$ cat src/rtl/mem_ring_pkg.sv
// Shared definitions for the memory-ring reply path.
//   FLIT_W        flit width (field slicing is fixed for 16)
//   MSG_W         packed reply message width: head(16) + addr(32) + data(128)
//   MAX_FLIT_IDX  index of the last flit of a full message
//   rep_state_e   reply-port FSM encodings, visible to the controller
//   FI_*          flit index of each message field
package mem_ring_pkg;

  localparam int unsigned FLIT_W = 16;
  localparam int unsigned MSG_W  = 176;

  localparam logic [3:0] MAX_FLIT_IDX = 4'd10;

  localparam logic [3:0] FI_HEAD    = 4'd0;
  localparam logic [3:0] FI_ADDR_HI = 4'd1;
  localparam logic [3:0] FI_ADDR_LO = 4'd2;
  localparam logic [3:0] FI_DATA0   = 4'd3;

  typedef enum logic [1:0] {
    ST_IDLE = 2'b00,
    ST_HEAD = 2'b01,
    ST_BODY = 2'b10
  } rep_state_e;

  // Requested last-flit index, limited to a full message.
  function automatic logic [3:0] clamp_flit_max(input logic [3:0] req);
    return (req > MAX_FLIT_IDX) ? MAX_FLIT_IDX : req;
  endfunction

endpackage

$ cat src/rtl/mem_rep_flit_sel.sv
// Combinational flit selector for the reply port.
//   msg_i   packed message {head, addr, data}
//   idx_i   flit index 0..MAX_FLIT_IDX
//   flit_o  selected 16-bit flit; out-of-range indices give 0
module mem_rep_flit_sel
  import mem_ring_pkg::*;
(
  input  logic [MSG_W-1:0]  msg_i,
  input  logic [3:0]        idx_i,
  output logic [FLIT_W-1:0] flit_o
);

  logic [15:0]  head;
  logic [31:0]  addr;
  logic [127:0] data;

  assign {head, addr, data} = msg_i;

  always_comb begin
    flit_o = '0;
    case (idx_i)
      FI_HEAD:    flit_o = head;
      FI_ADDR_HI: flit_o = addr[31:16];
      FI_ADDR_LO: flit_o = addr[15:0];
      default: begin
        // Data goes out most-significant word first.
        for (int k = 0; k < 8; k++) begin
          if (idx_i == FI_DATA0 + 4'(k)) flit_o = data[127 - 16*k -: 16];
        end
      end
    endcase
  end

endmodule

$ cat src/rtl/mem_rep_out_port.sv
// Parallel-to-serial reply port downstream of the memory node controller.
// Captures one reply (head/addr/data + last-flit index) while IDLE and
// streams it as 16-bit flits under a valid/ready handshake.
//   clk, rst           clock, synchronous active-high reset
//   v_rep_out          message-valid pulse; accepted only in IDLE
//   head/addr/data_out_rep_out  message fields
//   en_flit_max_rep    qualifies flit_max_rep in the v_rep_out cycle
//   flit_max_rep       last flit index (clamped to 10; default 10)
//   m_rep_fsm_state    FSM state fed back to the controller
//   v_flit, flit_out, flit_tail, flit_rdy   flit stream handshake
//   rep_sent           pulse on the cycle the tail flit transfers
//   drop_err           sticky: v_rep_out seen while busy
//   flit_par           (MEM_REP_PORT_PARITY_EN only) XOR-reduce of flit_out
module mem_rep_out_port
  import mem_ring_pkg::*;
(
  input  logic          clk,
  input  logic          rst,
  input  logic          v_rep_out,
  input  logic [15:0]   head_out_rep_out,
  input  logic [31:0]   addr_out_rep_out,
  input  logic [127:0]  data_out_rep_out,
  input  logic          en_flit_max_rep,
  input  logic [3:0]    flit_max_rep,
  output logic [1:0]    m_rep_fsm_state,
  output logic          v_flit,
  output logic [15:0]   flit_out,
  output logic          flit_tail,
  input  logic          flit_rdy,
  output logic          rep_sent,
  output logic          drop_err
`ifdef MEM_REP_PORT_PARITY_EN
  ,
  output logic          flit_par
`endif
);

  rep_state_e       state_q, state_d;
  logic [MSG_W-1:0] msg_q, msg_d;
  logic [3:0]       flit_max_q, flit_max_d;
  logic [3:0]       idx_q, idx_d;
  logic             drop_err_q, drop_err_d;
  logic             xfer;

  mem_rep_flit_sel u_flit_sel (
    .msg_i  (msg_q),
    .idx_i  (idx_q),
    .flit_o (flit_out)
  );

  // All flit-side outputs derive from registers, so they hold during a stall.
  assign v_flit          = (state_q == ST_HEAD) || (state_q == ST_BODY);
  assign flit_tail       = v_flit && (idx_q == flit_max_q);
  assign xfer            = v_flit && flit_rdy;
  assign rep_sent        = xfer && flit_tail;
  assign drop_err        = drop_err_q;
  assign m_rep_fsm_state = state_q;

`ifdef MEM_REP_PORT_PARITY_EN
  assign flit_par = ^flit_out;
`endif

  always_comb begin
    state_d    = state_q;
    msg_d      = msg_q;
    flit_max_d = flit_max_q;
    idx_d      = idx_q;
    drop_err_d = drop_err_q;

    if (v_rep_out && (state_q != ST_IDLE)) drop_err_d = 1'b1;

    case (state_q)
      ST_IDLE: begin
        if (v_rep_out) begin
          msg_d      = {head_out_rep_out, addr_out_rep_out, data_out_rep_out};
          flit_max_d = en_flit_max_rep ? clamp_flit_max(flit_max_rep) : MAX_FLIT_IDX;
          idx_d      = FI_HEAD;
          state_d    = ST_HEAD;
        end
      end
      ST_HEAD, ST_BODY: begin
        if (xfer) begin
          if (flit_tail) begin
            idx_d   = FI_HEAD;
            state_d = ST_IDLE;
          end else begin
            idx_d   = idx_q + 4'd1;
            state_d = ST_BODY;
          end
        end
      end
      default: state_d = ST_IDLE;
    endcase
  end

  always_ff @(posedge clk) begin
    if (rst) begin
      state_q    <= ST_IDLE;
      msg_q      <= '0;
      flit_max_q <= '0;
      idx_q      <= '0;
      drop_err_q <= 1'b0;
    end else begin
      state_q    <= state_d;
      msg_q      <= msg_d;
      flit_max_q <= flit_max_d;
      idx_q      <= idx_d;
      drop_err_q <= drop_err_d;
    end
  end

endmodule

$ cat config.mk
export PLATFORM = sky130hd
export DESIGN_NAME = mem_rep_out_port
export DESIGN_NICKNAME = d
export VERILOG_FILES = /design/src/rtl/mem_ring_pkg.sv /design/src/rtl/mem_rep_flit_sel.sv /design/src/rtl/mem_rep_out_port.sv
export SDC_FILE = /design/constraint.sdc
export NUM_CORES = 1
export LEC_CHECK = 0
export CAP_MARGIN = 30
export CELL_PAD_IN_SITES_DETAIL_PLACEMENT = 0
export CELL_PAD_IN_SITES_GLOBAL_PLACEMENT = 1
export CORE_MARGIN = 4
export CORE_UTILIZATION = 35
export CTS_BUF_LIST = sky130_fd_sc_hd__clkbuf_16
export DETAILED_ROUTE_END_ITERATION = 8
export PLACE_DENSITY = 0.78
export SETUP_SLACK_MARGIN = 0.3
export SLEW_MARGIN = 25
export SYNTH_ARGS = -nofsm -noshare
export SYNTH_HDL_FRONTEND = slang
export SYNTH_HIERARCHICAL = 1
export SYNTH_SLANG_ARGS = --single-unit
$ cat constraint.sdc
create_clock -name clk -period 2.3 [get_ports clk]
set_input_delay 0.69 -clock clk [delete_from_list [all_inputs] [get_ports clk]]
set_output_delay 0.69 -clock clk [all_outputs]
set_load 0.01 [all_outputs]
==> impl_metrics.ini, run 1 <==
[clocking]
cts_max_level = 4
numCtsBuffers = 17
tritoncts = done
root_buffer = clkbuf_16
cts_max_path_buffers = 2
path_clk_slew_ps = 60
hold_buffers = 0
cts_sinks = 187
clk_latency_ps = 430

[yosys]
synthAdderAreaFrac_pct = 0.286
ys_ff_latch = 187
synthXorXnorAreaFrac_pct = 0.400
async_flop_share_pct = 0
synthTopCellsByArea = dfxtp_1, nand2_1, a21oi_1
synthCells = 1150
ys.flop_type = dfxtp_1
yosysUniqueCellTypes = 55
muxShareOfSynthArea_pct = 2.32
ys_seq_area_share_pct = 42.8
syn_area_um2 = 8750
yosysWarnings = 6
synth_top_area_share_pct = 42.8
synth_top_family_by_area = compound AO/OA/AOI/OAI gates
yosysTopAreaCell = dfxtp_1
synthSimpleGateAreaFrac_pct = 23.0
postSynthAreaPerCell_um2 = 7.61
syn_nets = 1337
synth_edf_count = 0
synth-compound-area-share_pct = 23.7

[sta]
min_period_ps = 2880
relSlewSlack_pct = 71.7
worst_slack_ps = -581
maxSlewViolCount = 0
rsz0062_at_grt = yes
skew_ps = 12.1
fmax_ghz = 0.347
setup_viol = 18
worst_slew_pin_slew_ps = 420
hold_slack_ps = 454
timing.final.crit_share_pct = 125
hold_viol = 0

[floorplan]
die_height_um = 166
start_util_pct = 35.8
coreArea_um2 = 24500
die_w_um = 166
boundaryPins = 207
rows = 57
die-area_um2 = 27600

[setup_path]
critPathCapture = flit_out[9]
cp_max_fo = 4
arrival_ps = 2190
crit_path_cell_trace = buf_6 -> bufbuf_16 -> mux2i_4 -> o21ai_1 -> buf_4 -> a22oi_2 -> o211ai_1 -> buf_2
setup.worst_path.start = idx_q[0]$_SDFFE_PP0P_
rrSetupSlack_ps = 500
worstRegToRegCells = 8
reg2reg_from = m_rep_fsm_state[0]$_SDFFE_PP0P_
cp.depth = 8
rr_endpoint = idx_q[2]$_SDFFE_PP0P_
path_class = flip-flop to output pin
worst_path_dominant_cell_family = buffers and inverters
path_buf_inv = 4
cp.required_ps = 1610
cp_slowest_stage_delay_ps = 360
start_kind = flip-flop
cp_slowest_cell = dfxtp_4
critPathCaptureType = output pin

[grt]
overflow = 0
grt_pass1_vias = 8729
gr-usage-met1_pct = 29.8
gr-usage-met2_pct = 37.2
grtUsageMet3_pct = 4.95
grt_pass1_wl_mm = 49.2
track_usage_pct = 22.4
grt_busiest_layer = met2
grt_max_degree = 82
antenna_found_initial = 0

[min_path]
hold_start = msg_q[162]$_SDFFE_PP0P_
holdCritPathClass = flip-flop to flip-flop

[drt]
wl_per_cell_um = 18.6
drtIter0Drc = 700
drc = 0
postRouteWirelength_mm = 31.9
ant_nets = 0
drt_first_pass_iters = 5
vias = 8832
via_per_inst = 5.16

[cells_and_area]
final-seq-area_um2 = 3760
drive_gt1_share_pct = 16.6
stdcell_count = 1712
antenna_cells = 0
multi_input_area_um2 = 4730
final_nets = 1562
layout_common_cells = nand2_1, a21oi_1, clkdlybuf4s50_1, dfxtp_1, buf_4
final_common_cell = nand2_1
fillers = 2405
synthToLayoutAreaGrowth_pct = 44.3

[power_and_ir_drop]
leakage_nw = 4.73
ir_worst_vdd_uv = 361
cellPowerDensity_nw_per_um2 = 661

[outcome]
status = finished, violations left
failed_checks = setup timing

[placed_design]
io_buffers = 206
place.gp.congestion = 0.926
hpwl_mm = 23.9
place_inst = 1663

[run]
maxCapViolations = 0
## power by group
| group | leakage (nW) | switching (mW) | internal, mW |
|---|---|---|---|
| sequential | 1.54 | 0.205 | 3.50 |
| clock | 0.284 | 1.30 | 1.60 |
| combinational | 2.90 | 0.871 | 0.875 |
## registers in the layout, summed over array words and instances, names as in the netlist
name,flops
drop_err,1
msg_q,176
m_rep_fsm_state,2
flit_max_q,4
idx_q,4
## how the worst min path moves through the flow
stage                     depth (start not counted)  slack, ps                      end
final                                             2        450  msg_q[162]$_SDFFE_PP0P_
after floorplan                                   2        430   msg_q[61]$_SDFFE_PP0P_
after global routing                              2        480   msg_q[49]$_SDFFE_PP0P_
after global placement                            2        440  msg_q[162]$_SDFFE_PP0P_
after detailed placement                          2        450  msg_q[162]$_SDFFE_PP0P_
after CTS                                         2        460  msg_q[162]$_SDFFE_PP0P_
## kinds of logic after synthesis
logic type / after synthesis
AOI/OAI and AO/OA: 346
xor gates and xnor gates: 4
adders and majority gates: 2
buffers and inverters: 117
DFF: 187
muxes: 20
and+or+nand+nor: 474
## timing repair
| action | 4_1_cts | 5_1_grt |
|---|---|---|
| setup endpoints to repair | 22 | 19 |
| buffers inserted | 11 | 2 |
| pin swaps | 37 | 19 |
| resized for setup | 164 | 15 |
| gates cloned | 4 | 0 |
## tightest hold or removal path: stages (launching register included)
cell	delay, ps
dfxtp_1	310
nand2_1	50
a21oi_1	50
## synth_stat cells, types with 3 or more instances
cell	n
a22oi_1	9
a221oi_1	11
mux2i_1	18
xnor2_1	4
buf_2	38
a311o_1	5
clkbuf_1	32
nand3b_1	12
and3b_1	7
a22o_1	9
nand2b_1	12
nor3_1	4
a31o_2	7
nor2b_1	8
a221o_1	14
o211ai_1	7
buf_4	7
o22ai_1	3
and2_1	5
nor2_1	9
o2bb2ai_1	8
dfxtp_1	187
buf_6	19
nand2_1	392
a31oi_1	7
inv_1	16
a21oi_1	217
o21ai_0	34
nand4_1	11
buf_1	4
## through the flow
step	instance area (µm²)	power (mW)	setup slack [ps]	utilization, %	setup TNS [ps]
after floorplan	8830	4.60	123	-	0
after global placement	11500	5.38	-583	47.2	-8370
after detailed placement	11500	5.39	-562	47.2	-8440
after CTS	12600	8.40	-555	51.5	-8480
after global routing	12600	8.73	-660	51.6	-9860
final	12600	8.35	-581	51.6	-8580
## layer usage
layer	vias to the layer above	wire [µm]	part of all wire (%)
li1	4397	-	-
met1	4154	14400	45
met2	246	15300	48
met3	35	1570	4.9
met4	0	631	2.0
met5	-	0	0
## layout make-up
type	instances	area share, %
inverter	16	0.495
multi-input combinational	846	37.5
timing repair buffer	307	24.5
clock inverter	15	1.18
sequential	187	29.8
clock buffer	17	3.37
tap	324	3.21
No activity file was read; power rests on OpenSTA's default activity.
==> run 2, diff against run 1 <==
- CELL_PAD_IN_SITES_DETAIL_PLACEMENT: 0 -> not set
- CELL_PAD_IN_SITES_GLOBAL_PLACEMENT: 1 -> not set
- PLACE_DENSITY: 0.78 -> 0.6
==> impl_metrics.ini, run 2 (synthesis gave the netlist of run 1 again) <==
[floorplan]
rows = 57
start_util_pct = 35.8
die_height_um = 166
die-area_um2 = 27600
boundaryPins = 207
die_w_um = 166
coreArea_um2 = 24500

[drt]
postRouteWirelength_mm = 31.5
wl_per_cell_um = 18.3
vias = 8887
drtIter0Drc = 744
drt_first_pass_iters = 5
drc = 0
ant_nets = 0
via_per_inst = 5.16

[grt]
track_usage_pct = 22.0
grt_pass1_vias = 8711
grt_pass1_wl_mm = 48.1
grt_max_degree = 68
overflow = 0
antenna_found_initial = 1

[placed_design]
hpwl_mm = 23.7
io_buffers = 206
placement.cell_area_um2 = 11500
place.gp.congestion = 0.960

[min_path]
holdCritPathClass = flip-flop to flip-flop
hold_start = msg_q[152]$_SDFFE_PP0P_
whs_endpoint = msg_q[152]$_SDFFE_PP0P_
min_path_cells = 2

[setup_path]
cp_max_fo = 9
rrSetupSlack_ps = 560
critPathCaptureType = output pin
start_kind = flip-flop
arrival_ps = 2180
reg2reg_from = m_rep_fsm_state[0]$_SDFFE_PP0P_
rr_endpoint = idx_q[1]$_SDFFE_PP0P_
path_class = flip-flop to output pin
cp.required_ps = 1610
worstRegToRegCells = 8

[clocking]
cts_max_path_buffers = 2
numCtsBuffers = 17
clk_latency_ps = 440
path_clk_slew_ps = 70
cts_sinks = 187
cts_max_level = 4
root_buffer = clkbuf_16
tritoncts = done

[sta]
setup_tns_ps = -9020
timing.final.crit_share_pct = 125
maxSlewViolCount = 0
min_period_ps = 2870
relSlewSlack_pct = 70.1
worst_slew_pin_slew_ps = 443
rsz0062_at_grt = yes
fmax_ghz = 0.349
worst_slack_ps = -569
hold_viol = 0
skew_ps = 9.90
setup_viol = 18

[cells_and_area]
final_nets = 1571
postLayoutCellArea_um2 = 12500
largest_reg_flops = 176
layout_common_cells = nand2_1, a21oi_1, clkdlybuf4s50_1, dfxtp_1, buf_4
final_common_cell = nand2_1
reg.largest.list = msg_q (176), flit_max_q (4), idx_q (4)
largest-register = msg_q
drive_gt1_share_pct = 16.0
synthToLayoutAreaGrowth_pct = 43.1

[power_and_ir_drop]
ir_worst_vdd_uv = 495
leakage_nw = 4.69
cellPowerDensity_nw_per_um2 = 647

[outcome]
status = finished, violations left
failed_checks = setup timing

[run]
maxCapViolations = 0
==> run 2: cell types whose count changed in the layout (fill, tap and decap cells not counted), moves of 3 or more <==
cell,change
buf_6,+10
buf_4,+7
buf_12,-6
mux2i_1,+6
o21ai_0,-5
o21ai_1,+5
inv_1,+4
mux2i_2,-3
mux2i_4,-3
==> run 2: worst max-delay path by stage <==
stage                          startpoint      endpoint  slack, ps  cells past startpoint
floorplan           idx_q[1]$_SDFFE_PP0P_  flit_out[14]        120                      7
finish              idx_q[1]$_SDFFE_PP0P_   flit_out[7]       -570                      8
global route        idx_q[0]$_SDFFE_PP0P_  flit_out[14]       -640                      8
CTS                 idx_q[0]$_SDFFE_PP0P_  flit_out[14]       -560                      8
global placement    idx_q[0]$_SDFFE_PP0P_  flit_out[13]       -650                      8
detailed placement  idx_q[0]$_SDFFE_PP0P_  flit_out[13]       -660                      6
==> run 2: through the flow <==
| stage | instances | total power, mW | hold WS (ps) | setup WS, ps | util (%) |
|---|---|---|---|---|---|
| floorplan | 1150 | 4.60 | 432 | 123 | - |
| global placement | 1668 | 5.35 | 442 | -649 | 47.0 |
| detailed placement | 1668 | 5.36 | 448 | -663 | 47.0 |
| CTS | 1719 | 8.16 | 457 | -565 | 50.9 |
| global route | 1722 | 8.49 | 474 | -640 | 51.2 |
| finish | 1722 | 8.11 | 455 | -569 | 51.2 |
==> run 2: report_power, final <==
group / leakage (nW) / switching [mW] / total, mW / internal (mW)
logic: 2.88 / 0.844 / 1.66 / 0.814
clock network: 0.274 / 1.27 / 2.74 / 1.47
registers: 1.54 / 0.209 / 3.71 / 3.50
total: 4.69 / 2.32 / 8.11 / 5.79
==> run 2: timing repair <==
| item | in CTS | in global routing |
|---|---|---|
| pin swaps | 42 | 26 |
| gates cloned | 1 | 0 |
| buffers inserted | 18 | 2 |
| hold buffers | 0 | 0 |
| setup endpoints to repair | 22 | 19 |
| resized for setup | 161 | 18 |
| hold endpoints to repair | 0 | 0 |
==> run 2: area by class of cell <==
| type | count | area, µm² |
|---|---|---|
| clock buffer | 17 | 425 |
| antenna | 1 | 2.50 |
| tap | 324 | 405 |
| sequential | 187 | 3760 |
| fill | 2419 | 11900 |
| inverter | 16 | 60.1 |
| timing repair buffer | 316 | 3080 |
| multi-input combinational | 846 | 4680 |
| clock inverter | 15 | 110 |
==> run 2: worst max-delay path: stages, from the launching register on <==
cell      delay (ps)
dfxtp_4          380
buf_6            140
buf_6            130
nor2b_1          100
buf_4            160
o21ai_1           90
a221o_1          360
o211ai_1         180
buf_2            190
==> run 2: layer usage <==
metal	up-vias	track usage, %	share of wire, %
li1	4418	-	-
met1	4127	29.5	45
met2	304	36.6	48
met3	38	3.86	5.1
met4	0	6.31	2.0
met5	-	0	0
